**src/rtl/frac_div.sv**
```systemverilog
// Multi-cycle signed Q1.(n-1) fractional divider: result = (a << FRAC) / b.
// Restoring division, one quotient bit per cycle, then sign fix-up and saturation.
module frac_div #(
  parameter int n    = 8,
  parameter int FRAC = n - 1
) (
  input  logic                clk,
  input  logic                nReset,
  input  logic                start,
  input  logic signed [n-1:0] a,
  input  logic signed [n-1:0] b,
  output logic                busy,
  output logic                done,
  output logic signed [n-1:0] result,
  output logic                div_by_zero,
  output logic                sat
);

  localparam int QW = n + FRAC;
  localparam int CW = $clog2(QW + 1);
  localparam logic [n-1:0]  MAX_POS = {1'b0, {(n-1){1'b1}}};
  localparam logic [n-1:0]  MIN_NEG = {1'b1, {(n-1){1'b0}}};
  localparam logic [QW-1:0] POS_LIM = QW'(MAX_POS);
  localparam logic [QW-1:0] NEG_LIM = QW'(MIN_NEG);

  typedef enum logic [1:0] {IDLE, DIV, FIX, DONE} state_t;

  state_t state, state_nxt;
  logic [CW-1:0] cnt;
  logic          sign;
  logic [n-1:0]  mag_b;
  logic [n:0]    rem;
  logic [QW-1:0] quo;
  logic [n:0]    rem_sh, rem_nxt;
  logic          ge;
  logic [n:0]    fixed;

  // Unsigned magnitude; |-2^(n-1)| maps to 2^(n-1) without overflow.
  function automatic logic [n-1:0] mag(input logic [n-1:0] x);
    return x[n-1] ? (~x + 1'b1) : x;
  endfunction

  // Returns {sat, result} after sign correction and clipping.
  function automatic logic [n:0] fix_q(input logic neg, input logic [QW-1:0] q);
    logic [n-1:0] lo;
    lo = q[n-1:0];
    if (!neg) begin
      if (q > POS_LIM) return {1'b1, MAX_POS};
      return {1'b0, lo};
    end
    if (q > NEG_LIM) return {1'b1, MIN_NEG};
    return {1'b0, ~lo + 1'b1};
  endfunction

  // The quotient shift register initially holds the dividend; bits leave at
  // the MSB as quotient bits enter at the LSB.
  always_comb begin
    rem_sh  = {rem[n-1:0], quo[QW-1]};
    ge      = (rem_sh >= {1'b0, mag_b});
    rem_nxt = ge ? (rem_sh - {1'b0, mag_b}) : rem_sh;
    fixed   = fix_q(sign, quo);
  end

  always_ff @(posedge clk or negedge nReset) begin
    if (!nReset) state <= IDLE;
    else         state <= state_nxt;
  end

  always_comb begin
    state_nxt = state;
    busy      = (state != IDLE);
    done      = (state == DONE);
    case (state)
      IDLE: if (start) state_nxt = (b == '0) ? DONE : DIV;
      DIV:  if (cnt == CW'(1)) state_nxt = FIX;
      FIX:  state_nxt = DONE;
      DONE: state_nxt = IDLE;
      default: state_nxt = IDLE;
    endcase
  end

  always_ff @(posedge clk or negedge nReset) begin
    if (!nReset) begin
      cnt         <= '0;
      result      <= '0;
      div_by_zero <= 1'b0;
      sat         <= 1'b0;
    end else begin
      case (state)
        IDLE: if (start) begin
          sat         <= 1'b0;
          div_by_zero <= 1'b0;
          cnt         <= CW'(QW);
          if (b == '0) begin
            result      <= a[n-1] ? MIN_NEG : MAX_POS;
            div_by_zero <= 1'b1;
          end
        end
        DIV: cnt <= cnt - 1'b1;
        FIX: {sat, result} <= fixed;
        default: ;
      endcase
    end
  end

  // Datapath registers carry no reset; they are always loaded at accept.
  always_ff @(posedge clk) begin
    if (state == IDLE && start) begin
      sign  <= a[n-1] ^ b[n-1];
      mag_b <= mag(b);
      rem   <= '0;
      quo   <= {mag(a), {FRAC{1'b0}}};
    end else if (state == DIV) begin
      rem <= rem_nxt;
      quo <= {quo[QW-2:0], ge};
    end
  end

endmodule
```
**config.mk**
```make
export PLATFORM = sky130hd
export DESIGN_NAME = frac_div
export DESIGN_NICKNAME = d
export VERILOG_FILES = /design/src/rtl/frac_div.sv
export SDC_FILE = /design/constraint.sdc
export NUM_CORES = 1
export LEC_CHECK = 0
export BUFFER_PORTS_ARGS = -buffer_cell sky130_fd_sc_hd__buf_2
export CELL_PAD_IN_SITES_DETAIL_PLACEMENT = 1
export CELL_PAD_IN_SITES_GLOBAL_PLACEMENT = 1
export CORE_ASPECT_RATIO = 1.5
export CORE_MARGIN = 4
export CORE_UTILIZATION = 45
export CTS_CLUSTER_DIAMETER = 100
export CTS_CLUSTER_SIZE = 16
export DETAILED_ROUTE_END_ITERATION = 12
export PLACE_DENSITY_LB_ADDON = 0.1
export SKIP_LAST_GASP = 1
export SLEW_MARGIN = 20
export SYNTH_ARGS = -nofsm -noshare
export SYNTH_HDL_FRONTEND = slang
export SYNTH_SLANG_ARGS = --single-unit
```
**constraint.sdc**
```tcl
create_clock -name clk -period 2.92 [get_ports clk]
set_clock_uncertainty 0.2 [all_clocks]
set_input_delay 0.146 -clock clk [delete_from_list [all_inputs] [get_ports clk]]
set_output_delay 0.146 -clock clk [all_outputs]
set_load 0.01 [all_outputs]
```
# Yosys cells after proc, flatten, opt, wreduce, memory -nomap -nowiden
# Cells that the tools add are included.
dict set report word_totals {
  elab_cells 70
  reg_bits 48
  output_inout_bits 12
  input_bits 19
}
dict set report op_classes {
  bitwise 4
  addsub 5
  n_eq_ne 7
  mux 28
  reduce_logical 12
  order_cmp 3
}
# operator n
set op_table {}
lappend op_table {{two-way mux 9 bit} 6}
lappend op_table {{two-way mux 8 bit} 5}
lappend op_table {{two-way mux 15 bit} 2}
lappend op_table {{adder 8 x 1 -> 8 bit, second input constant} 3}
lappend op_table {{inverter 8 bit} 3}
lappend op_table {{one-hot mux 8 bit (2 select lines)} 1}
lappend op_table {{greater-than comparator 15 x 7 -> 1 bit, second input constant} 1}
lappend op_table {{greater-than comparator 15 x 8 -> 1 bit, second input constant} 1}
lappend op_table {{greater-or-equal comparator 9 x 8 -> 1 bit} 1}
lappend op_table {{logical NOT 8 bit} 1}
lappend op_table {{one-hot mux 2 bit (4 select lines)} 1}
lappend op_table {{one-hot mux 4 bit (2 select lines)} 1}
lappend op_table {{AND reduction 2 bit} 4}
lappend op_table {{nonzero test 2 bit} 4}
lappend op_table {{subtractor 8 bit} 1}
lappend op_table {{two-way mux 7 bit} 1}
lappend op_table {{two-way mux 1 bit} 6}
lappend op_table {{two-way mux 2 bit} 3}
lappend op_table {{!= test 2 bit, second input constant} 3}
lappend op_table {{== test 2 bit, second input constant} 2}
lappend op_table {{== test 4 x 1 -> 1 bit, second input constant} 1}
lappend op_table {{two-way mux 4 bit} 1}
lappend op_table {{subtractor 4 x 1 -> 4 bit, second input constant} 1}
lappend op_table {{AND reduction 3 bit} 1}
lappend op_table {{other kinds (5)} 5}

# Logic depth before layout (Yosys ltp)
# Gate-level depths: netlist of the first run.
dict set report depth {
  word_depth 9
  ltp_mapped 9
  ltp_nobuf 9
}

# Least setup slack after synthesis of the first run
# OpenSTA, ideal clock, no wires.
dict set report synth_path {
  path_kind {reg2reg}
  from {register mag_b[3]}
  to {register rem[5]}
  t_arrival_ps 1853
  setup_time_ps 154
  setup_slack_ps 713
  t_required_ps 2566
  synth_period_minus_slack_ps 2207
  path_stages_with_launch 10
  path_buffers 1
  cell_sequence {edfxtp_1 -> inv_1 -> ha_1 -> a21o_1 -> a21oi_1 -> o21ai_1 -> a41oi_1 -> buf_2 -> mux2i_1 -> a211oi_1}
}
dict set report synth_between {
  elab_chain_len 2
  elab_cells_between_ends 3
  classes_between {add/sub: 1; order compare: 1; mux: 1}
}
# element line_no
set synth_lines {}
lappend synth_lines {{from (decl)} 31} ;# logic [n-1:0] mag_b;
lappend synth_lines {{from (signal assigned)} 110} ;# mag_b <= mag(b);
lappend synth_lines {{subtractor 8 bit / greater-or-equal comparator 9 x 8 -> 1 bit (equally long branches)} {60, 59}}
lappend synth_lines {{two-way mux 8 bit *} 60} ;# rem_nxt = ge ? (rem_sh - {1'b0, mag_b}) : rem_sh;
lappend synth_lines {{to (signal assigned)} 114} ;# rem <= rem_nxt;
lappend synth_lines {{to (decl)} 32} ;# logic [n:0] rem;
# Every way passes the cells marked *; elsewhere a longest branch is shown, timed or not.
# A chain may end at the register's enable or synchronous reset.

# Worst setup path in the final report of the first run
dict set report layout_path {
  from {input b[3]}
  to {register mag_b[7] (data pin)}
}
dict set report layout_between {
  elab_chain_len 2
}
# element line_no
set layout_lines {}
lappend layout_lines {{from (decl)} 11} ;# input logic signed [n-1:0] b,
lappend layout_lines {{inverter 8 bit} 40} ;# return x[n-1] ? (~x + 1'b1) : x;
lappend layout_lines {{adder 8 x 1 -> 8 bit} 40}
# No other way between the ends.

==> out/metrics.cfg, run 1 <==
[clocking]
cts_tree=built
htree_levels=2
cts_buffers=5
clkLatencyLatePin_ps=300
clk_pin_slew_ps=90
max-clock-path-buffers=2
post_cts_buffers=0
cts_root_buf=clkbuf_8
cts_num_sinks=48

[timing]
max_slew_margin=0.648
slew_viol_final=0
rsz0062_at_grt=no
fin_crit_ps=2530
hold_viol=0
fmax_mhz=395
worst_pin_slew_ps=529
period_share=0.867
setup-tns-final_ps=0
setup_viol=0

[finish]
diodes=0
final_util=0.529
fillers=768
seq_area_sq_mm=0.00121
drive_gt1_frac=0.151
final_cell_mix=buf_2, nor2_1, inv_1
fin_nets=414
syn2layout_area_growth_pct=12.6
multi_input_area_sq_mm=0.00166
final_common_cell=buf_2

[logic_synthesis]
syn_nets=378
yosysSeqAreaShare=0.392
ys_dominant_reg_cell=edfxtp_1
synth.top_cells.by_area=edfxtp_1, dfrtp_1, dfxtp_1, ha_1, o21ai_0
synth_area_per_cell_sq_um=9.08
synth_edf_count=17
yosys_warnings=0
synthArstFlopShare=0.333
synth_top_cell_by_area=edfxtp_1
synth-seq-cells=48
synth.top_cell.area_share=0.165
synth_area_sq_mm=0.00309
yosysUniqueCellTypes=61
synthCells=340

[setup_path]
critPathBufInv=3
rr_endpoint=rem[4]
crit_family=buffers and inverters
rrSetupSlack_ps=510
end_kind=register
slowest_delay_ps=600
reg2reg_depth=9
path_max_fanout=3
path_cells=dlygate4sd3_1, buf_2, or3_1, or3_1, nor4b_1, dlygate4sd3_1
crit_type=primary input to register
cp_data_arrival_time_ps=2500
cp-start-kind=primary input
required_ps=2890
crit_slowest_cell=dlygate4sd3_1
worstReg2RegStart=mag_b[3]

[placement]
detailed_place_hpwl_microns=5430
place.gp.congestion=0.805
io_buffers=30

[power]
vdd_drop_max_mv=0.430
power_leakage_nw=1.49
power.total_mw=3.50
p_per_area_mw_per_mm2=1010

[floorplanning]
dieHeight_microns=109
pin_count=31
fp.dieW_microns=75.6
row_count=36
start_util=0.470
core-area_sq_mm=0.00658
dieArea_sq_mm=0.00828

[flow_run]
maxCapViolations=0

[grt]
grtUsageMet2=0.348
grt-busiest-layer=met2
grt_use_met1=0.221
met3_usage=0.0274
grt_pass1_wl_microns=12200
track_usage=0.188
first_global_vias=2646
grt_max_degree=29
antenna_found_initial=0
overflow=0

[drt]
avgViaCountPerCell=5.57
drc=0
ant_nets=0
dr_total_vias=2523
drt_iter0_markers=114
wl_per_cell_microns=15.5
first_pass_iters=4
drt-total-wl_microns=7010

[outcome]
outcome=finished clean

[hold_path]
min_to=quo[7]
worstHoldPathType=primary input to register
hold_depth=3
worstHoldStart=a[0]

==> worst register-to-register path, cell delays in order, from the launching register on <==
cell,delay [ps]
edfxtp_1,340
inv_1,40
ha_1,330
a21o_1,200
a21oi_1,170
o21ai_1,90
a41oi_1,390
buf_4,260
mux2i_1,200
a21oi_1,80
==> per-layer routing <==
metal | vias up | share of wire
met5 | - | 0
met4 | 0 | 0.0093
met3 | 6 | 0.025
met2 | 22 | 0.54
met1 | 1203 | 0.42
li1 | 1292 | -
==> report_power, final <==
part	switching (mW)	leakage, nW	internal [mW]	total, mW
clock network	0.215	0.0515	0.216	0.431
logic	1.02	0.971	0.789	1.81
registers	0.254	0.471	1.01	1.27
==> synth_stat cells (3+ instances only) <==
cell type and instances:
nor3_1 6, o21ai_1 9, buf_6 3, nor2_1 28
a31oi_1 6, xnor2_1 8, edfxtp_1 17, dfxtp_1 15
a21oi_1 17, mux2i_1 12, o31ai_2 3, dfrtp_1 16
nand2b_1 6, or3_1 6, xor2_1 8, nand3b_1 4
a211oi_1 3, nand4_1 3, nor2b_1 5, clkbuf_1 11
nand3_1 17, ha_1 18, nor4_1 3, nand2_1 19
o21ai_0 26, o31ai_1 4, inv_1 27
==> how the worst max path moves through the flow <==
stage          slack [ps]     start   endpoint  depth (start not counted)
6_report              390      b[3]   mag_b[7]                          6
4_1_cts               490      b[3]   mag_b[7]                          6
3_3_place_gp          590   quo[12]  result[4]                          6
2_1_floorplan         710  mag_b[3]     rem[5]                          9
5_1_grt               210  mag_b[3]     rem[2]                          9
3_5_place_dp          540  mag_b[3]     rem[4]                          9
==> kinds of logic (layout without fill, tap and decap cells) <==
kind of cell,Yosys count,in the layout,share of synthesized area
flip-flops,48,48,0.392
adder cells (fa/ha/maj),19,19,0.0794
AND/OR/NAND/NOR,112,112,0.192
AO/OA/AOI/OAI,87,87,0.180
buffers and inverters,46,83,0.0713
multiplexers,12,12,0.0389
XOR/XNOR,16,16,0.0454
==> registers in the layout (all words and copies together), names as in the netlist <==
signal / count
sat: 1
result: 8
rem: 8
quo: 15
div_by_zero: 1
state: 2
mag_b: 8
cnt: 4
sign: 1
==> per-stage QoR <==
step | setup WS [ps] | cell area [sq um] | hold WS (ps) | std cells
floorplan | 713 | 3090 | -350 | 340
global placement | 592 | 3300 | -121 | 437
detailed placement | 540 | 3300 | -113 | 437
CTS | 490 | 3480 | 10.2 | 453
global route | 208 | 3480 | 32.7 | 453
finish | 390 | 3480 | 10.8 | 453
==> what timing repair did <==
item                      in CTS  in global routing
hold buffers                   8                  0
gates resized for setup        0                  0
hold endpoints to repair      23                  0
==> cell type report <==
type / instances / share of cell area
tap: 76 / 0.0274
sequential: 48 / 0.348
inverter: 29 / 0.0353
multi-input combinational: 246 / 0.477
timing repair buffer: 46 / 0.0835
clock buffer: 8 / 0.0288
(Power assumes the default switching activity.)
==> run 2, diff against run 1 <==
Settings changed: CORE_MARGIN 4 to not set, PLACE_DENSITY set to 0.77, PLACE_DENSITY_LB_ADDON 0.1 to not set.
==> run 2 against run 1 <==
- via count grew 2.8%
- first-iteration DRC count decreased by 16%
- die area down 13%
- count of clock-buffer cells in the layout decreased by 3
- sequential share of layout area about the same
- setup slack got worse by 130 ps
- clock power rose by 14%
- sequential cell count is the same
- power grew 3.0%
- wire length rose by 7.1%
- combinational power grew 2%
- critical endpoint is now result[2]
==> out/metrics.cfg, run 2 (synthesis results as in run 1) <==
[outcome]
outcome=finished clean

[setup_path]
crit_family=simple AND/OR/NAND/NOR gates
crit_slowest_cell=nor4_2
slowest_delay_ps=610  ; about the same
required_ps=2970  ; +80 ps
path_max_fanout=6  ; +3
crit_type=primary input to register
critPathBufInv=2  ; -1
end_kind=register
cp_data_arrival_time_ps=2710  ; +210 ps
cp-start-kind=primary input
path_cells=dlygate4sd3_1, buf_2, or3_1, nor4_2, a21oi_1, a311oi_1, a22o_1

[power]
p_comb_frac=0.514  ; -0.002
power_frac_seq=0.350  ; -0.011
power_leakage_nw=1.49  ; -0.21%
vdd_drop_max_mv=0.317  ; -26%
power_switching_share=0.428  ; +0.00433
p_sw_mw=1.54  ; +4.0%
power.share.clock=0.136  ; +0.013
internal_power_mw=2.06  ; +2.2%
p_per_area_mw_per_mm2=1040  ; +2.9%

[drt]
avgViaCountPerCell=5.74  ; +3.0%
drt_iter0_markers=96  ; -16%
dr_total_vias=2593  ; +2.8%
drt-total-wl_microns=7510  ; +7.1%
first_pass_iters=4  ; unchanged
ant_nets=0  ; unchanged
drc=0  ; unchanged
wl_per_cell_microns=16.6  ; +7.4%

[timing]
setup_viol=0  ; unchanged
hold_viol=0  ; unchanged
setup-tns-final_ps=0  ; unchanged
rsz0062_at_grt=no
fin_crit_ps=2660  ; +128 ps
worst_pin_slew_ps=695  ; +167 ps
slew_viol_final=0  ; unchanged
fmax_mhz=376  ; -4.8%
period_share=0.910  ; +0.0439
max_slew_margin=0.533  ; -0.115

[floorplanning]
dieHeight_microns=103  ; -5.5%
dieArea_sq_mm=0.00720  ; -13%
pin_count=31  ; unchanged
start_util=0.470  ; unchanged
fp.dieW_microns=69.6  ; -7.9%
row_count=36  ; unchanged
core-area_sq_mm=0.00658  ; unchanged

[clocking]
clk_pin_slew_ps=90  ; about the same
cts_tree=built
cts_num_sinks=48  ; unchanged
htree_levels=2  ; unchanged
cts_buffers=5  ; unchanged
clkLatencyLatePin_ps=310  ; about the same
cts_root_buf=clkbuf_8
max-clock-path-buffers=2  ; unchanged

[grt]
grt_use_met1=0.227  ; +0.00602
grt_pass1_wl_microns=12600  ; +3.8%
grtUsageMet2=0.449  ; +0.101
track_usage=0.221  ; +0.0330
met3_usage=0.0310  ; +0.00356
grt-busiest-layer=met2
overflow=0  ; unchanged
grt_max_degree=29  ; unchanged
first_global_vias=2756  ; +4.2%
antenna_found_initial=0  ; unchanged

[placement]
io_buffers=30  ; unchanged
dp.cells=436  ; -0.23%
place.gp.congestion=0.849  ; +5.5%
detailed_place_hpwl_microns=5660  ; +4.3%

[finish]
syn2layout_area_growth_pct=12.7
stdcell_count=452  ; -0.22%
final_cell_mix=buf_2, nor2_1, inv_1
drive_gt1_frac=0.152  ; +0.000402
largest_reg_flops=15  ; unchanged
regMostFlops=quo
diodes=0  ; unchanged
final_common_cell=buf_2
final_util=0.529  ; +0.000571
fin_nets=413  ; -0.24%

[hold_path]
worstHoldPathType=primary input to register

[flow_run]
maxCapViolations=0  ; unchanged

==> run 2: changes by cell type in the layout (fill, tap and decap cells not counted), sizes merged <==
cell,delta
clkinvlp,+1
buf,-1
clkbuf,-3
clkinv,+1
bufinv,+1
==> run 2: power groups by stage <==
| stage | registers [mW] | clock network [mW] | logic (mW) |
|---|---|---|---|
| 2_1_floorplan | 1.22 | 0 | 1.38 |
| 3_3_place_gp | 1.26 | 0 | 1.76 |
| 3_5_place_dp | 1.28 | 0 | 1.85 |
| 4_1_cts | 1.26 | 0.504 | 1.88 |
| 5_1_grt | 1.31 | 0.526 | 2.08 |
| 6_report | 1.26 | 0.492 | 1.85 |
==> run 2: worst min-delay path: cells and delay by family <==
kind | cells | cell delay, ps
XOR/XNOR | 1 | 60
AO/OA/AOI/OAI | 1 | 100
buffers and inverters | 1 | 110
==> run 2: timing repair <==
item,4_1_cts,5_1_grt
setup endpoints to repair,0,0
resized for setup,0,0
hold buffers,8,0
buffers inserted,0,0
endpoints found under the hold margin,23,0
==> run 2: final cells by class <==
| class | instances | area [sq um] |
|---|---|---|
| clock buffer | 5 | 68.8 |
| clock inverter | 3 | 42.5 |
| fill | 795 | 3100 |
| inverter | 29 | 123 |
| multi-input combinational | 246 | 1660 |
| sequential | 48 | 1210 |
| tap | 76 | 95.1 |
| timing repair buffer | 45 | 283 |
==> run 2: layer usage <==
| layer | wire length, microns | share of wire | up-vias |
|---|---|---|---|
| li1 | - | - | 1282 |
| met1 | 3050 | 0.41 | 1261 |
| met2 | 4140 | 0.55 | 39 |
| met3 | 155 | 0.021 | 11 |
| met4 | 157 | 0.021 | 0 |
| met5 | 0 | 0 | - |
==> run 2: path summary, 6_finish.rpt <==
| path | end | slack, ps | from | cells past startpoint |
|---|---|---|---|---|
| max | result[2] | 260 | b[3] | 7 |
| min | quo[12] | 20 | a[5] | 3 |
| max reg2reg | result[4] | 510 | quo[8] | 6 |
| min reg2reg | div_by_zero | 300 | div_by_zero | 2 |
| max in group asynchronous | result[1] | 2190 | nReset | 2 |
| min in group asynchronous | cnt[2] | 60 | nReset | 2 |
==> run 2: through the flow <==
stage	hold WS, ps	instance area [sq um]	power, mW	worst slack, ps
after floorplan	-350	3090	2.60	713
after global placement	-117	3290	3.02	641
after detailed placement	-111	3290	3.13	577
after CTS	28.2	3480	3.65	282
after global routing	43.6	3480	3.91	201
final	24.8	3480	3.61	261
